### src/rtl/floor_call_panel.sv
`default_nettype none
// ============================================================================
// floor_call_panel - debounces floor-call buttons, latches calls and lamps,
// and issues calls round-robin as single-cycle requests to the controller.
// Optional macro CALL_RESEND_EN re-arms issued calls left unserved too long.
// Revision: 1.0
// ============================================================================
module floor_call_panel #(
    parameter int NUM_FLOORS    = 8,
    parameter int DEB_CYCLES    = 4,
    parameter int REQ_GAP       = 2,
    parameter int RESEND_CYCLES = 64
) (
    input  logic                  clk,
    input  logic                  reset,
    input  logic [NUM_FLOORS-1:0] buttons,
    input  logic                  door,
    input  logic [2:0]            current_floor,
    input  logic                  emergency_stop,
    output logic [2:0]            req_floor,
    output logic                  req_valid,
    output logic [NUM_FLOORS-1:0] call_lamps,
    output logic [3:0]            pending_count
);

    localparam logic [0:0] ST_IDLE  = 1'b0;
    localparam logic [0:0] ST_GAP   = 1'b1;
    localparam logic [7:0] DEB_MAX  = 8'(DEB_CYCLES);
    localparam logic [3:0] GAP_LOAD = 4'(REQ_GAP);

    if (NUM_FLOORS != 8 || DEB_CYCLES < 1 || DEB_CYCLES > 255 ||
        REQ_GAP < 0 || REQ_GAP > 15 ||
        RESEND_CYCLES < 1 || RESEND_CYCLES > 65535) begin : g_param_check
        $error("floor_call_panel: parameter out of range");
    end

    logic [NUM_FLOORS-1:0] sync1;
    logic [NUM_FLOORS-1:0] sync2;
    logic [NUM_FLOORS-1:0] press;
    logic [7:0]            deb_cnt [NUM_FLOORS];

    logic [NUM_FLOORS-1:0] pending;
    logic [NUM_FLOORS-1:0] issued;
    logic [NUM_FLOORS-1:0] pend_n;
    logic [NUM_FLOORS-1:0] iss_n;
    logic [NUM_FLOORS-1:0] service_mask;
    logic [NUM_FLOORS-1:0] avail;

    logic [2:0]            search_start;
    logic [2:0]            sel;
    logic                  sel_found;
    logic                  issue_ok;
    logic                  issue;
    logic                  resend;

    logic [3:0]            gap_cnt;
    logic [0:0]            state;
    logic [0:0]            state_next;

    function automatic logic [3:0] popcount(input logic [NUM_FLOORS-1:0] v);
        logic [3:0] c;
        c = 4'd0;
        for (int i = 0; i < NUM_FLOORS; i++) begin
            c = c + 4'(v[i]);
        end
        return c;
    endfunction

    // Two-flop synchronizer feeding a saturating run-length debouncer.
    // press fires on the edge where the counter lands on DEB_CYCLES.
    always_ff @(posedge clk or posedge reset) begin
        if (reset) begin
            sync1 <= '0;
            sync2 <= '0;
            press <= '0;
            for (int f = 0; f < NUM_FLOORS; f++) begin
                deb_cnt[f] <= '0;
            end
        end else begin
            sync1 <= buttons;
            sync2 <= sync1;
            for (int f = 0; f < NUM_FLOORS; f++) begin
                press[f] <= sync2[f] && (deb_cnt[f] == DEB_MAX - 8'd1);
                if (!sync2[f]) begin
                    deb_cnt[f] <= '0;
                end else if (deb_cnt[f] != DEB_MAX) begin
                    deb_cnt[f] <= deb_cnt[f] + 8'd1;
                end
            end
        end
    end

    assign service_mask = door ? (NUM_FLOORS'(1) << current_floor) : '0;
    // A call being served this cycle is never handed out.
    assign avail        = pending & ~service_mask;

    always_comb begin
        logic [2:0] idx;
        sel       = search_start;
        sel_found = 1'b0;
        idx       = search_start;
        for (int k = 0; k < NUM_FLOORS; k++) begin
            idx = search_start + 3'(k);
            if (!sel_found && avail[idx]) begin
                sel       = idx;
                sel_found = 1'b1;
            end
        end
    end

    assign issue_ok = sel_found && !emergency_stop;

`ifdef CALL_RESEND_EN
    localparam logic [15:0] RESEND_LAST = 16'(RESEND_CYCLES - 1);
    logic [15:0] resend_timer;

    assign resend = (issued != '0) && !door && (resend_timer == RESEND_LAST);

    always_ff @(posedge clk or posedge reset) begin
        if (reset) begin
            resend_timer <= '0;
        end else if ((issued == '0) || door || resend) begin
            resend_timer <= '0;
        end else begin
            resend_timer <= resend_timer + 16'd1;
        end
    end
`else
    assign resend = 1'b0;
`endif

    // FSM: state register
    always_ff @(posedge clk or posedge reset) begin
        if (reset) begin
            state <= ST_IDLE;
        end else begin
            state <= state_next;
        end
    end

    // FSM: next state; GAP ends on the edge where gap_cnt reaches zero
    always_comb begin
        state_next = state;
        case (state)
            ST_IDLE: if (issue_ok) state_next = ST_GAP;
            ST_GAP:  if (gap_cnt <= 4'd1) state_next = ST_IDLE;
            default: state_next = ST_IDLE;
        endcase
    end

    // FSM: outputs
    always_comb begin
        issue = (state == ST_IDLE) && issue_ok;
    end

    // Ordering matters: resend, then issue, then new presses, and service last
    // so that a service always wins over any other update to the same floor.
    always_comb begin
        pend_n = pending;
        iss_n  = issued;
        if (resend) begin
            pend_n = pend_n | iss_n;
            iss_n  = '0;
        end
        if (issue) begin
            pend_n[sel] = 1'b0;
            iss_n[sel]  = 1'b1;
        end
        pend_n = pend_n | (press & ~call_lamps);
        pend_n = pend_n & ~service_mask;
        iss_n  = iss_n & ~service_mask;
    end

    always_ff @(posedge clk or posedge reset) begin
        if (reset) begin
            pending       <= '0;
            issued        <= '0;
            call_lamps    <= '0;
            pending_count <= '0;
            search_start  <= '0;
            req_valid     <= 1'b0;
            req_floor     <= '0;
            gap_cnt       <= '0;
        end else begin
            pending       <= pend_n;
            issued        <= iss_n;
            call_lamps    <= pend_n | iss_n;
            pending_count <= popcount(pend_n | iss_n);
            req_valid     <= issue;
            if (issue) begin
                req_floor    <= sel;
                search_start <= sel + 3'd1;
                gap_cnt      <= GAP_LOAD;
            end else if ((state == ST_GAP) && (gap_cnt != 4'd0)) begin
                gap_cnt <= gap_cnt - 4'd1;
            end
        end
    end

endmodule
`default_nettype wire

### config.mk
export PLATFORM = sky130hd
export DESIGN_NAME = floor_call_panel
export DESIGN_NICKNAME = d
export VERILOG_FILES = /design/src/rtl/floor_call_panel.sv
export SDC_FILE = /design/constraint.sdc
export NUM_CORES = 1
export LEC_CHECK = 0
export ABC_CLOCK_PERIOD_IN_PS = 4250
export CAP_MARGIN = 20
export CORE_MARGIN = 3
export CORE_UTILIZATION = 61
export CTS_CLUSTER_DIAMETER = 50
export DETAILED_ROUTE_END_ITERATION = 6
export GPL_TIMING_DRIVEN = 0
export PLACE_DENSITY = 0.85
export RECOVER_POWER = 100
export SYNTH_ARGS = -nofsm -noshare
export SYNTH_HDL_FRONTEND = slang
export SYNTH_SLANG_ARGS = --single-unit
### constraint.sdc
create_clock -name clk -period 4.25 [get_ports clk]
set_input_delay 0.425 -clock clk [delete_from_list [all_inputs] [get_ports clk]]
set_output_delay 0.425 -clock clk [all_outputs]
set_load 0.02 [all_outputs]
After elaboration in Yosys (flattened, before gate mapping)
Index checks and enable logic that the tools add are counted.

storage, ports and cells
  register bits = 128
  latch bits = 0
  memory bits (writable) = 0
  bits in read-only memories = 0
  input bits = 15
  word-level logic and storage cells = 178
  memories = 0

operators by class
  add/subtract/negate cells = 24
  multipliers = 0
  div/mod/pow operators = 0
  order comparisons = 11
  equal/unequal tests = 24
  shifts and indexed selects = 1
  multiplexer cells = 57
  bitwise logic cells = 12
  reduce and logical (&&, ||, !) cells = 29

operators by type and width
  kind                 number
  $mux 8               19
  $add 8x1->8 const B  8
  $eq 8x2->1 const B   8
  $ne 8x3->1 const B   8
  $and 8x8->8          5
  $lt 3x4->1 const B   9
  $bmux 1 s3           8
  $not 8->8            3
  $or 8x8->8           3
  $mux 3               7
  $logic_and 1x1->1    19
  $mux 1               19
  $add 4x1->4          4
  $ne 2x1->1 const B   8
  $add 3x3->3 const B  4
  $logic_not 1->1      8
  $mux 4               2
  $shl 1x3->8 const A  1
  $add 3x1->3 const B  2
  $add 3x2->3 const B  2
  $add 3x1->4          1
  $le 4x1->1 const B   1
  $reduce_bool 4->1    1
  $sub 4x1->4 const B  1
  other kinds (7)      7

Logic depth before layout (Yosys ltp)
Gate-level depths: netlist of run 1.

  depth after elaboration = 45
  depth in mapped cells = 14

Worst setup path before layout of run 1
No wires, ideal clock.

  kind = input -> register
  start point = input current_floor[1]
  end point = register pending_count[2]
  arrival = 3.170 ns
  data required time = 4.127 ns
  slack = 0.957 ns
  stages = 11
  buffers on the path = 0
  cell sequence = nor4b_2 a21oi_1 inv_1 fa_1 fa_1 fa_1 inv_1 ha_1 inv_1 fa_1 xnor2_1

between the ends
  longest elaborated chain between the ends = 45
  elaborated cells between the ends (all ways) = 72
  those cells by class = add/sub (7); order compare (2); shift (1); mux (36); bitwise (9); reduce/logical (17)

ends and longest elaborated chain
  element                       line          text
  from (decl)                   18            input logic [2:0] current_floor,
  $shl 1x3->8 *                 93            assign service_mask = door ? (NUM_FLOORS'(1) << current_floor) : '0;
  $mux 8 *                      93
  $not 8->8 *                   95, 170, 171
  $and 8x8->8                   95            assign avail = pending & ~service_mask;
  $bmux 1 s3                    104           if (!sel_found && avail[idx]) begin
  $mux 1 (not written as such)  104
  $mux 1                        104
  $logic_not 1->1               104
  (+27 left out)                --
  $or 8x8->8                    169           pend_n = pend_n | (press & ~call_lamps);
  $and 8x8->8                   170           pend_n = pend_n & ~service_mask;
  $or 8x8->8 *                  188           pending_count <= popcount(pend_n | iss_n);
  $add 1x1->2                   64            c = c + 4'(v[i]);
  $add 2x1->3                   64
  $add 3x1->4                   64
  $add 4x1->4 (3 in series)     64
  $add 4x1->4 *                 64
  to (signal assigned)          188
  to (decl)                     23            output logic [3:0] pending_count

Mark *: on every way between the ends. The rest lies on a longest branch, timed or not. The select of a mux whose other input is x is not followed.
A chain may end at the register's enable or synchronous reset.

Final worst setup path of run 1
  start point = register search_start[0]
  end point = register req_floor[1]

between the ends
  longest elaborated chain between the ends = 26
  elaborated cells between the ends (all ways) = 54
  those cells by class = add/sub (7); mux (31); reduce/logical (16)

ends and longest elaborated chain
  element                                               line  text
  from (decl)                                           49    logic [2:0] search_start;
  from (signal assigned)                                192   search_start <= sel + 3'd1;
  branches (longest 23 deep; another with $add 3x1->3)  --
  $mux 1 *                                              104
  $logic_and 1x1->1 *                                   111   assign issue_ok = sel_found && !emergency_stop;
  $logic_and 1x1->1 *                                   153   issue = (state == ST_IDLE) && issue_ok;
  named net issue                                       53    logic issue;
  to (signal assigned)                                  191   req_floor <= sel;
  to (decl)                                             20    output logic [2:0] req_floor,

Mark *: on every way through the listed nets, which the timed path passes. The select of a mux whose other input is x is not followed.

==> impl_metrics.ini, run 1 <==
[timing]
finalClockSkew_ns = 0.00607
setup-violations-final = 0
grt_setup_unrepaired = false
fin_crit_ns = 4.07
worstMarginPinSlew_ns = 1.90
setup_tns_ns = 0
relSlewSlack = -0.273
fin_crit_sh = 0.958
clock.fmax_mhz = 246
finalHoldViolations = 0
drv_slew = 43

[logic_synthesis]
synth_mux_area_frac = 0.0373
syn_area_per_cell_um2 = 10.2
synth_cell_types = 73
synth_warnings = 0
synthesis.area_mm2 = 0.00711
synth-simple-area-share = 0.231
synth-seq-cells = 128
syn-num-nets = 740
synth_edf_count = 0
synth-main-ff-cell = dfrtp_1
async_flop_share = 1.00
synthAdderAreaFrac = 0.0535
synth_top_family_by_area = simple AND/OR/NAND/NOR gates
ys_seq_area_frac = 0.450
synth_compound_area_frac = 0.125
synth-xor-area-share = 0.0704
netlist_instances = 697

[global_routing]
grt_antenna_before_repair = 0
grt_max_degree = 87
grt_pass1_wl_um = 26500
grt_pass1_vias = 5561
grt-ovfl-total = 0
grt_usage = 0.257

[floorplan]
io_pins = 31
initial_utilization = 0.639
die_h_um = 114
die-area_mm2 = 0.0130
core_area_mm2 = 0.0111
rows = 38
die_x_um = 114

[setup_path]
cp_max_fo = 10
path_class = reg -> reg
worst_setup_path_end_kind = register
worstPathRequired_ns = 4.54
reg2reg_from = search_start[0]$_DFFE_PP0N_
crit_start = search_start[0]$_DFFE_PP0N_
cp.arrival_ns = 4.37
startpoint_type = register

[clock_tree]
path_clk_slew_ns = 0.05
cts_tree = done
cts_sinks = 128
clock-root-buffer = clkbuf_16
cts_max_level = 4
holdBufCountCts = 0
worstSkewPairLatency_ns = 0.41
cts_buffers = 17
clock_path_buffers = 2

[routing]
wl_met1_um = 6600
met3RoutedLength_um = 860
top_layer_used = met4
drt_iter0_markers = 410
wl_um = 15600
wl_met2_um = 7650
viasPerCell = 6.12
postRouteAntennaNets = 0
vias = 5483
drcViolationCount = 0
wl_per_cell_um = 17.4
firstDrtPassIters = 5

[min_path]
hp-class = reg -> reg
hp-start = sync1[4]$_DFF_PP0_

[placed_design]
io_buffers = 30
dp_hpwl_um = 11000
gp_congestion = 0.934
dp.cells = 868

[outcome]
failed_checks = capacitance limit, slew limit
status = complete, but fails checks

[power_and_ir_drop]
peakVddDrop_v = 0.000654
p_per_area_mw_per_mm2 = 775
leakagePower_nw = 3.67

[run]
cap_violations = 1

[final_layout]
drive_above_1_share = 0.0926
areaGrowthSynthToFinish_pct = 14.8
fillers = 770
multi_input_area_mm2 = 0.00369
register_area_mm2 = 0.00320
num_antenna_cells = 0
fin_nets = 791
fin_util = 0.734
stdcell_count = 896
final timing paths:
path / endpoint / slack (ns) / depth (start not counted)
worst max-delay path: req_floor[1]$_DFFE_PP0N_ / 0.18 / 10
worst min-delay path: sync2[4]$_DFF_PP0_ / 0.34 / 0
worst max register to register: req_floor[1]$_DFFE_PP0N_ / 0.18 / 10
worst min register to register: sync2[4]$_DFF_PP0_ / 0.34 / 0
max in group asynchronous: call_lamps[0]$_DFF_PP0_ / 2.24 / 3
min in group asynchronous: deb_cnt[13]$_DFFE_PP0P_ / 0.96 / 2
worst max-delay path, stage by stage, from the launching register on:
cell and delay (ns):
dfrtp_1 0.49, buf_2 0.28, clkinvlp_4 0.25, ha_1 0.30, xnor2_1 0.41, mux4_2 0.44, mux2_2 0.33, and2_0 0.21
a311oi_2 0.41, clkbuf_1 0.46, mux2_2 0.39
synth_stat cells, drive strengths merged (8+ instances only):
| master | number | area, um^2 |
|---|---|---|
| nor2 | 43 | 161 |
| nor3 | 17 | 90.1 |
| o21ai | 16 | 91.3 |
| ha | 24 | 300 |
| nand2 | 54 | 203 |
| and2 | 50 | 313 |
| xor2 | 10 | 87.6 |
| nor4 | 10 | 62.6 |
| nand3 | 44 | 220 |
| buf | 11 | 56.3 |
| o211a | 8 | 80.1 |
| nor2b | 19 | 119 |
| xnor2 | 45 | 413 |
| dfrtp | 128 | 3200 |
| and3 | 14 | 87.6 |
| inv | 41 | 154 |
| a21oi | 21 | 105 |
| or4 | 8 | 60.1 |
| nand4 | 9 | 62.6 |
layout make-up:
cell class	instances	share of cell area
Buffer	16	0.00935
Clock buffer	26	0.0599
Clock inverter	1	0.00368
Sequential cell	128	0.392
Timing Repair Buffer	32	0.0411
Tap cell	140	0.0215
Multi-Input combinational cell	511	0.452
Inverter	42	0.0199
cells by family after synthesis:
family,count (synthesis)
simple gates,296
compound gates,114
flops,128
mux,18
xor+xnor,55
buf+inv,58
fa+ha+maj,28
power by group:
part | total (W) | switching [W] | internal [W]
Sequential | 0.00161 | 0.000177 | 0.00144
Combinational | 0.00342 | 0.00196 | 0.00146
Clock | 0.00130 | 0.000464 | 0.000833
Total | 0.00633 | 0.00260 | 0.00373
flip-flops by register name, summed over array words and instances, names as in the netlist, 4 cells and up:
signal         flops
deb_cnt           64
call_lamps         8
issued             8
pending            8
press              8
sync1              8
sync2              8
gap_cnt            4
pending_count      4
stage by stage:
stage	instance area, um^2	hold WS [ns]	total power (W)	setup slack, ns
after floorplan	7110	0.331	0.00411	0.412
after global placement	7590	0.332	0.00482	-1.13
after detailed placement	7620	0.336	0.00493	-0.414
after CTS	8150	0.348	0.00629	0.0461
after global routing	8160	0.361	0.00680	0.0164
final	8160	0.343	0.00633	0.178
per-layer routing:
| layer | vias up | GRT usage |
|---|---|---|
| li1 | 2591 | - |
| met5 | - | 0 |
| met4 | 0 | 0.112 |
| met1 | 2687 | 0.324 |
| met2 | 166 | 0.421 |
| met3 | 39 | 0.0653 |
what timing repair did:
action | in CTS | in global routing
gates resized for setup | 1 | 8
setup endpoints to repair | 2 | 16
pin swaps | 0 | 1
hold endpoints to repair | 0 | 0
setup buffers | 0 | 1
cells in the final DEF (no fill, tap or decap), types with 10 or more instances in the layout:
cell	instances
dfrtp_1	128
nand2_1	54
and2_0	45
nand3_1	44
xnor2_1	44
nor2_1	42
inv_1	40
dlygate4sd3_1	25
ha_1	24
a21oi_1	21
nor2b_1	19
clkbuf_16	17
nor3_1	16
and3_1	14
o21ai_0	11
xor2_1	10
clkbuf_1	10
nor4_1	10
Power figures use the tool's default switching activity.
==> run 2, diff against run 1 <==
--- a/config.mk
+++ b/config.mk
@@ -14,6 +14,7 @@
 export GPL_TIMING_DRIVEN = 0
 export PLACE_DENSITY = 0.85
 export RECOVER_POWER = 100
+export SLEW_MARGIN = 20
 export SYNTH_ARGS = -nofsm -noshare
 export SYNTH_HDL_FRONTEND = slang
 export SYNTH_SLANG_ARGS = --single-unit
==> results of run 2 <==
Final layout, timing and power as in run 1 (identical DEF).
==> run 3, diff against run 2 <==
--- a/config.mk
+++ b/config.mk
@@ -9,8 +9,9 @@
 export CAP_MARGIN = 20
 export CORE_MARGIN = 3
 export CORE_UTILIZATION = 61
-export CTS_CLUSTER_DIAMETER = 50
+export CTS_CLUSTER_DIAMETER = 120
 export DETAILED_ROUTE_END_ITERATION = 6
+export GPL_ROUTABILITY_DRIVEN = 1
 export GPL_TIMING_DRIVEN = 0
 export PLACE_DENSITY = 0.85
 export RECOVER_POWER = 100
==> results of run 3 <==
Final layout, timing and power as in run 1 (identical DEF).
